$ cat src/rtl/lsu_mem_ctrl_if.sv
// Word-organised data-memory bus between the load/store unit (master) and memory (slave).
interface lsu_mem_ctrl_if;
    logic        mem_req;
    logic        mem_we;
    logic [31:0] mem_addr;
    logic [3:0]  mem_be;
    logic [31:0] mem_wdata;
    logic        mem_ready;
    logic [31:0] mem_rdata;

    modport master (
        output mem_req, mem_we, mem_addr, mem_be, mem_wdata,
        input  mem_ready, mem_rdata
    );

    modport slave (
        input  mem_req, mem_we, mem_addr, mem_be, mem_wdata,
        output mem_ready, mem_rdata
    );
endinterface

$ cat src/rtl/lsu_mem_ctrl.sv
// Load/store unit: validates RV32I load/store requests, drives the memory handshake
// and returns lane-extracted, sign/zero-extended load data on ReadData.
module lsu_mem_ctrl #(
    parameter int TIMEOUT_CYCLES = 16
) (
    input  logic        clk,
    input  logic        rst,
    input  logic        MemRead,
    input  logic        MemWrite,
    input  logic [2:0]  funct3,
    input  logic [31:0] ALU_result,
    input  logic [31:0] WriteData,
    output logic [31:0] ReadData,
    output logic        Busy,
    output logic        Done,
    output logic        Err,
    output logic [1:0]  ErrCode,
    lsu_mem_ctrl_if.master mem
);
    typedef enum logic [1:0] {IDLE, REQ, RESP} lsuState_t;

    localparam int CW = (TIMEOUT_CYCLES > 0) ? $clog2(TIMEOUT_CYCLES + 1) : 1;
    localparam logic [CW-1:0] LAST_WAIT = CW'(TIMEOUT_CYCLES - 1);

    lsuState_t     stateReg;
    logic [CW-1:0] waitCnt;
    logic          isLoadReg;
    logic [2:0]    f3Reg;
    logic [1:0]    offReg;

    logic          f3Legal;
    logic          misaligned;
    logic [3:0]    beNext;
    logic [31:0]   wdataNext;

    logic [7:0]    rdByte [4];
    logic [7:0]    byteSel;
    logic [15:0]   halfSel;
    logic [31:0]   loadData;

    // Request decode works on the live inputs; the result is captured on acceptance.
    always_comb begin
        f3Legal    = MemRead ? (funct3 inside {3'b000, 3'b001, 3'b010, 3'b100, 3'b101})
                             : (funct3 inside {3'b000, 3'b001, 3'b010});
        misaligned = 1'b0;
        beNext     = 4'b1111;
        wdataNext  = WriteData;
        case (funct3[1:0])
            2'b00: begin
                beNext    = 4'b0001 << ALU_result[1:0];
                wdataNext = {4{WriteData[7:0]}};
            end
            2'b01: begin
                misaligned = ALU_result[0];
                beNext     = ALU_result[1] ? 4'b1100 : 4'b0011;
                wdataNext  = {2{WriteData[15:0]}};
            end
            2'b10: misaligned = |ALU_result[1:0];
            default: ;
        endcase
    end

    genvar gi;
    generate
        for (gi = 0; gi < 4; gi++) begin : g_lane
            assign rdByte[gi] = mem.mem_rdata[8*gi +: 8];
        end
    endgenerate

    assign byteSel = rdByte[offReg];
    assign halfSel = offReg[1] ? mem.mem_rdata[31:16] : mem.mem_rdata[15:0];

    always_comb begin
        case (f3Reg)
            3'b000:  loadData = {{24{byteSel[7]}}, byteSel};
            3'b001:  loadData = {{16{halfSel[15]}}, halfSel};
            3'b100:  loadData = {24'd0, byteSel};
            3'b101:  loadData = {16'd0, halfSel};
            default: loadData = mem.mem_rdata;
        endcase
    end

    always_ff @(posedge clk) begin
        if (rst) begin
            stateReg      <= IDLE;
            waitCnt       <= '0;
            isLoadReg     <= 1'b0;
            f3Reg         <= 3'b000;
            offReg        <= 2'b00;
            ReadData      <= 32'd0;
            Busy          <= 1'b0;
            Done          <= 1'b0;
            Err           <= 1'b0;
            ErrCode       <= 2'b00;
            mem.mem_req   <= 1'b0;
            mem.mem_we    <= 1'b0;
            mem.mem_addr  <= 32'd0;
            mem.mem_be    <= 4'b0000;
            mem.mem_wdata <= 32'd0;
        end else begin
            case (stateReg)
                IDLE: begin
                    if (MemRead || MemWrite) begin
                        isLoadReg     <= MemRead;
                        f3Reg         <= funct3;
                        offReg        <= ALU_result[1:0];
                        mem.mem_addr  <= {ALU_result[31:2], 2'b00};
                        mem.mem_wdata <= wdataNext;
                        waitCnt       <= '0;
                        ErrCode       <= 2'b00;
                        // Illegal width code outranks misalignment.
                        if (!f3Legal) begin
                            stateReg <= RESP;
                            Done     <= 1'b1;
                            Err      <= 1'b1;
                            ErrCode  <= 2'b10;
                        end else if (misaligned) begin
                            stateReg <= RESP;
                            Done     <= 1'b1;
                            Err      <= 1'b1;
                            ErrCode  <= 2'b01;
                        end else begin
                            stateReg    <= REQ;
                            Busy        <= 1'b1;
                            mem.mem_req <= 1'b1;
                            mem.mem_we  <= ~MemRead;
                            mem.mem_be  <= beNext;
                        end
                    end
                end
                REQ: begin
                    if (mem.mem_ready || (TIMEOUT_CYCLES > 0 && waitCnt == LAST_WAIT)) begin
                        stateReg    <= RESP;
                        Busy        <= 1'b0;
                        Done        <= 1'b1;
                        mem.mem_req <= 1'b0;
                        mem.mem_we  <= 1'b0;
                        mem.mem_be  <= 4'b0000;
                        if (mem.mem_ready) begin
                            if (isLoadReg) begin
                                ReadData <= loadData;
                            end
                        end else begin
                            Err     <= 1'b1;
                            ErrCode <= 2'b11;
                        end
                    end else begin
                        waitCnt <= waitCnt + CW'(1);
                    end
                end
                RESP: begin
                    stateReg <= IDLE;
                    Done     <= 1'b0;
                    Err      <= 1'b0;
                end
                default: stateReg <= IDLE;
            endcase
        end
    end
endmodule

$ cat src/flat_wrapper.sv
// flat-port wrapper written by rule: the top's interface ports become plain ports
module lsu_mem_ctrl_flat 
#(
    parameter int TIMEOUT_CYCLES = 16
)
  (clk, rst, MemRead, MemWrite, funct3, ALU_result, WriteData, ReadData, Busy, Done, Err, ErrCode, mem_mem_req, mem_mem_we, mem_mem_addr, mem_mem_be, mem_mem_wdata, mem_mem_ready, mem_mem_rdata);
  lsu_mem_ctrl_if mem_i ();
  input  logic clk;
  input  logic rst;
  input  logic MemRead;
  input  logic MemWrite;
  input  logic [2:0] funct3;
  input  logic [31:0] ALU_result;
  input  logic [31:0] WriteData;
  output logic [31:0] ReadData;
  output logic Busy;
  output logic Done;
  output logic Err;
  output logic [1:0] ErrCode;
  output wire logic [$bits(mem_i.mem_req)-1:0] mem_mem_req;
  output wire logic [$bits(mem_i.mem_we)-1:0] mem_mem_we;
  output wire logic [$bits(mem_i.mem_addr)-1:0] mem_mem_addr;
  output wire logic [$bits(mem_i.mem_be)-1:0] mem_mem_be;
  output wire logic [$bits(mem_i.mem_wdata)-1:0] mem_mem_wdata;
  input wire logic [$bits(mem_i.mem_ready)-1:0] mem_mem_ready;
  input wire logic [$bits(mem_i.mem_rdata)-1:0] mem_mem_rdata;
  assign mem_mem_req = mem_i.mem_req;
  assign mem_mem_we = mem_i.mem_we;
  assign mem_mem_addr = mem_i.mem_addr;
  assign mem_mem_be = mem_i.mem_be;
  assign mem_mem_wdata = mem_i.mem_wdata;
  assign mem_i.mem_ready = mem_mem_ready;
  assign mem_i.mem_rdata = mem_mem_rdata;
  lsu_mem_ctrl #(.TIMEOUT_CYCLES(TIMEOUT_CYCLES)) u_core (.clk(clk), .rst(rst), .MemRead(MemRead), .MemWrite(MemWrite), .funct3(funct3), .ALU_result(ALU_result), .WriteData(WriteData), .ReadData(ReadData), .Busy(Busy), .Done(Done), .Err(Err), .ErrCode(ErrCode), .mem(mem_i));
endmodule
$ cat config.mk
export PLATFORM = sky130hd
export DESIGN_NAME = lsu_mem_ctrl_flat
export DESIGN_NICKNAME = d
export VERILOG_FILES = /design/src/rtl/lsu_mem_ctrl_if.sv /design/src/rtl/lsu_mem_ctrl.sv /design/src/flat_wrapper.sv
export SDC_FILE = /design/constraint.sdc
export NUM_CORES = 1
export LEC_CHECK = 0
export BUFFER_PORTS_ARGS = -buffer_cell sky130_fd_sc_hd__buf_2
export CAP_MARGIN = 20
export CORE_ASPECT_RATIO = 1.2
export CORE_MARGIN = 2
export CORE_UTILIZATION = 52
export CTS_BUF_LIST = sky130_fd_sc_hd__clkbuf_16
export DETAILED_ROUTE_END_ITERATION = 12
export PLACE_DENSITY = 0.88
export SLEW_MARGIN = 10
export SYNTH_ARGS = -nofsm -noshare
export SYNTH_HDL_FRONTEND = slang
export SYNTH_SLANG_ARGS = --single-unit
export TNS_END_PERCENT = 100
$ cat constraint.sdc
create_clock -name clk -period 2.9 [get_ports clk]
set_input_delay 0.29 -clock clk [delete_from_list [all_inputs] [get_ports clk]]
set_output_delay 0.29 -clock clk [all_outputs]
set_load 0.02 [all_outputs]
# Yosys cells after proc, flatten, opt, wreduce, memory -nomap -nowiden

Index checks and enable logic that the tools add are counted.
Widths: inputs -> output; s select.

Register bits: 117
Bits in latches: 0
RAM bits: 0
Bits in read-only memories: 0
Input port bits: 104
Output and inout port bits: 107
Memories kept: 0

Add/subtract/negate cells: 1
Multipliers: 0
Div/mod/pow operators: 0
$lt $le $gt $ge: 1
Eq/ne operators: 19
Shift-type cells: 1
Multiplexer cells: 46
Bitwise logic cells: 2
Reductions and logical operators: 19

Operator list:

| cell                | count |
|---|---|
| $pmux 32 s4         | 1 |
| $pmux 32 s2         | 1 |
| $mux 4              | 5 |
| $bmux 8 s2          | 1 |
| $mux 16             | 1 |
| $mux 2              | 8 |
| $mux 8              | 2 |
| $pmux 4 s2          | 2 |
| $mux 1              | 15 |
| $eq 3x3->1 const B  | 4 |
| $reduce_and 4->1    | 3 |
| $mux 5              | 2 |
| $pmux 5 s2          | 1 |
| $reduce_and 5->1    | 2 |
| $pmux 2 s2          | 2 |
| $eq 3x1->1 const B  | 2 |
| $logic_not 3->1     | 2 |
| $ne 2x1->1 const B  | 3 |
| $ne 2x2->1 const B  | 3 |
| $pmux 1 s2          | 3 |
| $pmux 1 s3          | 2 |
| $reduce_bool 3->1   | 2 |
| $add 5x1->5 const B | 1 |
| $eq 5x4->1 const B  | 1 |
| other kinds (15)    | 20 |

# Longest topological paths before layout

Gate-level depths: netlist of run 1.

Word-level depth: 6
Gate-level depth with buffers: 8
Mapped depth without buffers: 7

# Worst setup path before layout of run 1

Ideal clock, no wire load.

Path type: input to register
From: in funct3[1]
To: reg u_core.mem.mem_we
Data arrival time: 1.767 ns
Required time: 2.783 ns
Path slack: 1.015 ns
Stages: 8
Path buffers: 2
Cells stage by stage: buf_2 > inv_1 > ha_1 > nor2_1 > o22a_1 > or3_1 > buf_2 > a32o_1

Longest elaborated chain between the ends: 5

RTL lines:

| what                                                          | RTL line                               | text |
|---|---|---|
| start, declared                                               | flat_wrapper.sv:12                     | `input logic [2:0] funct3;` |
| $eq 3x1->1 (tied with other cells)                            | lsu_mem_ctrl.sv:43, lsu_mem_ctrl.sv:44 |  |
| $reduce_bool 5->1 / $reduce_bool 3->1 (equally long branches) | lsu_mem_ctrl.sv:43, lsu_mem_ctrl.sv:44 |  |
| $mux 1                                                        | lsu_mem_ctrl.sv:43                     | `f3Legal = MemRead ? (funct3 inside {3'b000, 3'b001, 3'b010, 3'b100, 3'b101})` |
| $ne 2x1->1 (no source line)                                   | -                                      |  |
| $reduce_and 5->1 (no source line) *                           | -                                      |  |
| end signal, assigned                                          | lsu_mem_ctrl.sv:126                    | `mem.mem_we <= ~MemRead;` |
| end, declared                                                 | lsu_mem_ctrl_if.sv:12                  | `output mem_req, mem_we, mem_addr, mem_be, mem_wdata,` |

Every way passes the cells marked *; elsewhere a longest branch is shown, timed or not.
A chain may end at the register's enable or synchronous reset.

# Final worst setup path of run 1

From: reg u_core.waitCnt[0]
To: reg u_core.mem.mem_be[1]

Longest elaborated chain between the ends: 4

RTL lines:

| what                              | RTL line              | text |
|---|---|---|
| start, declared                   | lsu_mem_ctrl.sv:26    | `logic [CW-1:0] waitCnt;` |
| start signal, assigned            | lsu_mem_ctrl.sv:148   | `waitCnt <= waitCnt + CW'(1);` |
| $eq 5x4->1                        | lsu_mem_ctrl.sv:132   | `if (mem.mem_ready \|\| (TIMEOUT_CYCLES > 0 && waitCnt == LAST_WAIT)) begin` |
| $logic_or 1x1->1                  | lsu_mem_ctrl.sv:132   |  |
| $ne 2x1->1 (no source line)       | -                     |  |
| $reduce_and 5->1 (no source line) | -                     |  |
| end signal, assigned              | lsu_mem_ctrl.sv:127   | `mem.mem_be <= beNext;` |
| end, declared                     | lsu_mem_ctrl_if.sv:12 |  |

Every way passes these cells.

==> flow_summary.json, run 1 <==
{
  "cts_hold_buffers": 0,
  "floorplan.core_area_um2": 9560,
  "worst_setup_path_end_kind": "flop",
  "final.min_clock_period_ns": 2.17,
  "syn2layout_area_growth_pct": 30.4,
  "num_rows": 39,
  "layout_common_cells": "207 x sky130_fd_sc_hd__buf_2, 141 x sky130_fd_sc_hd__nand2_1, 117 x sky130_fd_sc_hd__dfxtp_1, 70 x sky130_fd_sc_hd__nor2_1, 52 x sky130_fd_sc_hd__a21oi_1",
  "route.antenna.remaining_nets": 0,
  "worst-r2r-cell-count": 7,
  "post_synth_instance_area_um2": 5120,
  "port_buffer_count": 208,
  "postSynthRegisterBits": 117,
  "synth_cells": 625,
  "cts.clk_slew.worst_paths_ns": 0.05,
  "synth_area_leader_cell": "sky130_fd_sc_hd__dfxtp_1",
  "insertion_delay_ns": 0.41,
  "main_area_contributors_after_synthesis": "sky130_fd_sc_hd__dfxtp_1 46%, sky130_fd_sc_hd__nand2_1 10%, sky130_fd_sc_hd__nor2_1 5.1%, sky130_fd_sc_hd__a21oi_1 5.1%, sky130_fd_sc_hd__a211oi_1 5.0%",
  "final_setup_viols": 0,
  "ff2ff_setup_slack_ns": 0.73,
  "grt.total_usage": 0.288,
  "numCtsBuffers": 17,
  "htree_levels": 4,
  "worstPathRequired_ns": 3.20,
  "postSynth.asyncResetShare": 0,
  "cts.root.buffer_cell": "sky130_fd_sc_hd__clkbuf_16",
  "layout_cells_sized_above_1": 0.318,
  "vias": 5422,
  "utilization": 0.698,
  "clock_path_buffers": 2,
  "irDropWorstVdd_uv": 423,
  "dieHeight_um": 113,
  "worstMarginPinSlew_ns": 0.974,
  "status": "completed",
  "routed_wirelength_mm": 15.3,
  "rsz_0062_raised_after_global_routing": "no",
  "crit_path_max_fanout": 6,
  "startpoint_type": "flop",
  "quantity_of_gates_resized_following_cts": 0,
  "die-area_um2": 10700,
  "synth_sequential_area_ratio": 0.457,
  "avgRoutedWirePerCell_um": 16.2,
  "cts_post_setup_buffers_inserted": 0,
  "destination_of_the_worst_register_to_register_timing_path": "u_core.mem.mem_be[1]$_SDFFE_PP0P_",
  "fin_setup_tns_ns": 0,
  "synth.distinct_cells": 49,
  "final-hold-violation-count": 0,
  "drv_cap": 0,
  "cp.arrival_ns": 2.47,
  "layoutNonFillerInstCount": 947,
  "grt_overflow_total": 0,
  "hold-path-endpoint": "u_core.mem.mem_addr[21]$_SDFFE_PP0P_",
  "maxSlewHeadroom": 0.349,
  "number_of_flops_mapped_to_enable_cells_by_yosys": 0,
  "grt_first_pass_wirelength_mm": 24.3,
  "min_from": "ALU_result[21]",
  "number_of_global_route_vias_before_repair": 5251,
  "hold_slack_ns": 0.123,
  "post-route-drc-count": 0,
  "placed_cells": 916,
  "num_io_pins": 211,
  "cts_tree": "done",
  "worst_r2r_startpoint": "u_core.waitCnt[0]$_SDFFE_PP0P_",
  "vias_per_cell": 5.73,
  "ys.warnings.count": 0,
  "syn-mean-instance-area_um2": 8.20,
  "initialDrtViolationCount": 442,
  "detailedRoute.firstPassIterationCount": 7,
  "die_width_um": 94.6,
  "total_leakage_power_nw": 3.00,
  "timing.final.max_slew_violations": 0,
  "postSynth.topFlopCell": "sky130_fd_sc_hd__dfxtp_1",
  "synth_top_cell_area_share": 0.457,
  "place.gp.congestion": 0.893,
  "detailedPlacementHpwl_mm": 11.0,
  "grt_max_degree": 56,
  "max_freq_mhz": 461,
  "mostFrequentLayoutCell": "sky130_fd_sc_hd__buf_2",
  "layout_worst_path_cycle_share": 0.748,
  "timing.setup.critical_path_class": "reg2reg",
  "max_clock_skew_ns": 0.0102,
  "initial_core_utilization": 0.536,
  "clock-sinks": 117,
  "power.density_nw_per_um2": 659,
  "hp-class": "in2reg",
  "worst_hold_path.num_cells": 3,
  "design.final.nets": 921,
  "initial_antenna_violation_count": 0
}
-- state kept, by name (all words and copies together) (netlist names), 2 cells and up --
name and flops:
u_core.ReadData 32, u_core.ErrCode 2, u_core.waitCnt 5, u_core.stateReg 2
u_core.mem.mem_wdata 32, u_core.f3Reg 3, u_core.mem.mem_be 4, u_core.mem.mem_addr 30
u_core.offReg 2
-- kinds of logic after synthesis --
logic type / synth area share
flip-flops: 0.457
other: 0.000732
adder cells (fa/ha/maj): 0.0122
AND/OR/NAND/NOR: 0.213
multiplexers: 0.0293
AO/OA/AOI/OAI: 0.233
buffers and inverters: 0.0513
XOR/XNOR: 0.00342
-- cells in the mapped netlist (5+ instances only) --
| master | n |
|---|---|
| sky130_fd_sc_hd__o21ai_1 | 12 |
| sky130_fd_sc_hd__nor3_1 | 9 |
| sky130_fd_sc_hd__nor2_1 | 70 |
| sky130_fd_sc_hd__nand2_1 | 141 |
| sky130_fd_sc_hd__buf_2 | 9 |
| sky130_fd_sc_hd__dfxtp_1 | 117 |
| sky130_fd_sc_hd__a221oi_1 | 8 |
| sky130_fd_sc_hd__ha_1 | 5 |
| sky130_fd_sc_hd__mux2_2 | 8 |
| sky130_fd_sc_hd__nand2b_1 | 11 |
| sky130_fd_sc_hd__nor3b_1 | 10 |
| sky130_fd_sc_hd__clkbuf_1 | 33 |
| sky130_fd_sc_hd__inv_1 | 9 |
| sky130_fd_sc_hd__mux2i_1 | 6 |
| sky130_fd_sc_hd__a221oi_2 | 8 |
| sky130_fd_sc_hd__a21oi_1 | 52 |
| sky130_fd_sc_hd__a32o_1 | 8 |
| sky130_fd_sc_hd__a311oi_1 | 12 |
| sky130_fd_sc_hd__o21ai_0 | 13 |
| sky130_fd_sc_hd__a211oi_1 | 34 |
| sky130_fd_sc_hd__buf_1 | 6 |
-- power breakdown --
part | internal [W] | switching, W
clock network | 0.00104 | 0.000664
registers | 0.00174 | 0.0000844
logic | 0.000304 | 0.000569
total | 0.00308 | 0.00132
-- metrics by stage --
| stage | instance area [um^2] | power (W) | setup WS [ns] |
|---|---|---|---|
| after detailed placement | 6200 | 0.00272 | 0.730 |
| after floorplan | 5130 | 0.00240 | 1.02 |
| after global routing | 6680 | 0.00460 | 0.569 |
| after CTS | 6680 | 0.00442 | 0.745 |
| after global placement | 6200 | 0.00268 | 0.804 |
| final | 6680 | 0.00440 | 0.730 |
-- layer usage --
layer  share of wire  global-route usage  up-vias
met5               0                   0        -
met3           0.086              0.0892       49
met1            0.37               0.316     2503
met4           0.042               0.161        0
met2            0.50               0.487      306
li1                -                   -     2564
-- how the worst max path moves through the flow --
stage                                         from  slack (ns)                                end
floorplan                                funct3[1]        1.02     u_core.mem.mem_we$_SDFFE_PP0P_
global placement                         funct3[1]        0.80     u_core.mem.mem_we$_SDFFE_PP0P_
detailed placement                       funct3[1]        0.73     u_core.mem.mem_we$_SDFFE_PP0P_
CTS                 u_core.waitCnt[0]$_SDFFE_PP0P_        0.75  u_core.mem.mem_be[2]$_SDFFE_PP0P_
global route        u_core.waitCnt[0]$_SDFFE_PP0P_        0.57  u_core.mem.mem_be[2]$_SDFFE_PP0P_
finish              u_core.waitCnt[0]$_SDFFE_PP0P_        0.73  u_core.mem.mem_be[1]$_SDFFE_PP0P_
-- critical path, cell delays in order, from the launching register on --
cell                       delay (ns)
sky130_fd_sc_hd__dfxtp_1         0.33
sky130_fd_sc_hd__ha_1            0.21
sky130_fd_sc_hd__and3_1          0.18
sky130_fd_sc_hd__ha_1            0.21
sky130_fd_sc_hd__or2_2           0.32
sky130_fd_sc_hd__a31oi_1         0.42
sky130_fd_sc_hd__o311ai_0        0.26
sky130_fd_sc_hd__o31ai_1         0.13
-- cell type report --
type,count,area (um^2)
antenna,1,2.50
clock buffer,17,425
clock inverter,13,52.6
fill,768,2890
inverter,10,37.5
multi-input combinational,447,2540
sequential,117,2340
tap,123,154
timing repair buffer,219,1130
Power figures use the tool's default switching activity.
==> run 2, diff against run 1 <==
--- a/config.mk
+++ b/config.mk
@@ -9,10 +9,10 @@
 export CAP_MARGIN = 20
 export CORE_ASPECT_RATIO = 1.2
 export CORE_MARGIN = 2
-export CORE_UTILIZATION = 52
+export CORE_UTILIZATION = 48
 export CTS_BUF_LIST = sky130_fd_sc_hd__clkbuf_16
 export DETAILED_ROUTE_END_ITERATION = 12
-export PLACE_DENSITY = 0.88
+export PLACE_DENSITY = 0.83
 export SLEW_MARGIN = 10
 export SYNTH_ARGS = -nofsm -noshare
 export SYNTH_HDL_FRONTEND = slang
==> constraint.sdc (replaced) <==
create_clock -name clk -period 2.2 [get_ports clk]
set_input_delay 0.22 -clock clk [delete_from_list [all_inputs] [get_ports clk]]
set_output_delay 0.22 -clock clk [all_outputs]
set_load 0.02 [all_outputs]
==> flow_summary.json, run 2 (same netlist as run 1, synthesis figures left out) <==
{
  "status": "completed",
  "dieHeight_um": 117,
  "layout_cells_sized_above_1": 0.327,
  "power.density_nw_per_um2": 889,
  "design.final.nets": 928,
  "worstPathRequired_ns": 2.52,
  "worst_r2r_startpoint": "u_core.waitCnt[0]$_SDFFE_PP0P_",
  "hp-class": "in2reg",
  "drv_cap": 0,
  "pwr-share-comb": 0.192,
  "crit_path_max_fanout": 6,
  "min_from": "ALU_result[11]",
  "hold-path-endpoint": "u_core.mem.mem_addr[11]$_SDFFE_PP0P_",
  "syn2layout_area_growth_pct": 32.9,
  "layoutNonFillerInstCount": 960,
  "route.antenna.remaining_nets": 0,
  "die-area_um2": 11500,
  "final-hold-violation-count": 0,
  "total_leakage_power_nw": 3.07,
  "detailedPlacementHpwl_mm": 10.5,
  "cts_tree": "done",
  "initial_antenna_violation_count": 0,
  "initialDrtViolationCount": 313,
  "fin_setup_tns_ns": 0,
  "placed_cells": 929,
  "insertion_delay_ns": 0.40,
  "cts.clk_slew.worst_paths_ns": 0.05,
  "max_freq_mhz": 484,
  "maxSlewHeadroom": 0.353,
  "worst-r2r-cell-count": 7,
  "worst_setup_path_end_kind": "flop",
  "startpoint_type": "flop",
  "ff2ff_setup_slack_ns": 0.14,
  "power.share.switching": 0.287,
  "number_of_global_route_vias_before_repair": 4879,
  "grt.total_usage": 0.253,
  "seqPwrFrac": 0.396,
  "grt_first_pass_wirelength_mm": 23.4,
  "detailedRoute.firstPassIterationCount": 6,
  "num_rows": 41,
  "numCtsBuffers": 17,
  "clock-sinks": 117,
  "htree_levels": 4,
  "worst_hold_path.num_cells": 3,
  "grt_max_degree": 46,
  "avgRoutedWirePerCell_um": 15.4,
  "mostFrequentLayoutCell": "sky130_fd_sc_hd__buf_2",
  "final_setup_viols": 0,
  "power_switching_w": 0.00173,
  "timing.final.max_slew_violations": 0,
  "cts_hold_buffers": 0,
  "irDropWorstVdd_uv": 654,
  "final.min_clock_period_ns": 2.06,
  "clock_path_buffers": 2,
  "cp.arrival_ns": 2.39,
  "vias_per_cell": 5.44,
  "design_internal_power_w": 0.00432,
  "initial_core_utilization": 0.489,
  "rsz_0062_raised_after_global_routing": "no",
  "cts.root.buffer_cell": "sky130_fd_sc_hd__clkbuf_16",
  "destination_of_the_worst_register_to_register_timing_path": "u_core.mem.mem_be[2]$_SDFFE_PP0P_",
  "worstMarginPinSlew_ns": 0.968,
  "clockPowerShare": 0.412,
  "layout_common_cells": "207 x sky130_fd_sc_hd__buf_2, 141 x sky130_fd_sc_hd__nand2_1, 117 x sky130_fd_sc_hd__dfxtp_1, 70 x sky130_fd_sc_hd__nor2_1, 52 x sky130_fd_sc_hd__a21oi_1",
  "grt_overflow_total": 0,
  "floorplan.core_area_um2": 10500,
  "max_clock_skew_ns": 0.00748,
  "port_buffer_count": 208,
  "num_io_pins": 211,
  "die_width_um": 98.3,
  "vias": 5220,
  "routed_wirelength_mm": 14.8,
  "post-route-drc-count": 0,
  "layout_top_registers": "u_core.ReadData (32), u_core.mem.mem_wdata (32), u_core.mem.mem_addr (30)",
  "timing.setup.critical_path_class": "reg2reg",
  "layout_worst_path_cycle_share": 0.938,
  "place.gp.congestion": 0.884
}
## run 2: how the worst max path moves through the flow
stage	slack (ns)	endpoint	from
global route	0.04	u_core.mem.mem_be[1]$_SDFFE_PP0P_	u_core.waitCnt[0]$_SDFFE_PP0P_
detailed placement	0.11	u_core.mem.mem_be[2]$_SDFFE_PP0P_	u_core.waitCnt[0]$_SDFFE_PP0P_
global placement	0.20	u_core.mem.mem_be[0]$_SDFFE_PP0P_	u_core.waitCnt[0]$_SDFFE_PP0P_
CTS	0.13	u_core.mem.mem_be[2]$_SDFFE_PP0P_	u_core.waitCnt[0]$_SDFFE_PP0P_
floorplan	0.35	u_core.mem.mem_be[2]$_SDFFE_PP0P_	u_core.waitCnt[0]$_SDFFE_PP0P_
finish	0.14	u_core.mem.mem_be[2]$_SDFFE_PP0P_	u_core.waitCnt[0]$_SDFFE_PP0P_
## run 2: worst max-delay path, cell delays in order (launching register included)
cell,delay (ns)
sky130_fd_sc_hd__dfxtp_1,0.33
sky130_fd_sc_hd__ha_1,0.21
sky130_fd_sc_hd__and3_1,0.19
sky130_fd_sc_hd__ha_1,0.23
sky130_fd_sc_hd__or2_2,0.33
sky130_fd_sc_hd__a31oi_2,0.35
sky130_fd_sc_hd__o311ai_0,0.24
sky130_fd_sc_hd__o31ai_1,0.11
## run 2: metal layers
layer | up-vias | global-route usage | share of wire
met5 | - | 0 | 0
met4 | 0 | 0.108 | 0.025
met3 | 32 | 0.0653 | 0.071
met2 | 209 | 0.450 | 0.50
met1 | 2401 | 0.290 | 0.40
li1 | 2578 | - | -
## run 2: final cells by class
| class | count | area (um^2) |
|---|---|---|
| clock inverter | 13 | 104 |
| sequential | 117 | 2340 |
| clock buffer | 17 | 425 |
| antenna | 1 | 2.50 |
| fill | 908 | 3660 |
| inverter | 10 | 37.5 |
| tap | 129 | 161 |
| multi-input combinational | 447 | 2540 |
| timing repair buffer | 226 | 1190 |
## run 2: power groups by stage
stage | registers [W] | logic, W | clock network, W
detailed placement | 0.00243 | 0.00116 | 0
CTS | 0.00239 | 0.00116 | 0.00252
finish | 0.00240 | 0.00116 | 0.00249
global placement | 0.00243 | 0.00114 | 0
global route | 0.00241 | 0.00127 | 0.00262
floorplan | 0.00261 | 0.000556 | 0
## run 2: timing repair
| action | 4_1_cts | 5_1_grt |
|---|---|---|
| setup buffers | 0 | 0 |
| setup endpoints to repair | 1 | 0 |
| gates resized for setup | 1 | 0 |
## run 2: stage by stage
stage                     utilization  instance area, um^2  total power (W)  worst slack (ns)  hold WS [ns]
after floorplan                     -                 5130          0.00317             0.347         0.356
after global placement          0.599                 6270          0.00357             0.196         0.439
after detailed placement        0.599                 6270          0.00359             0.110         0.443
after CTS                       0.650                 6810          0.00608             0.131        0.0404
after global routing            0.650                 6810          0.00630            0.0430        0.0466
final                           0.651                 6810          0.00605             0.135        0.0516
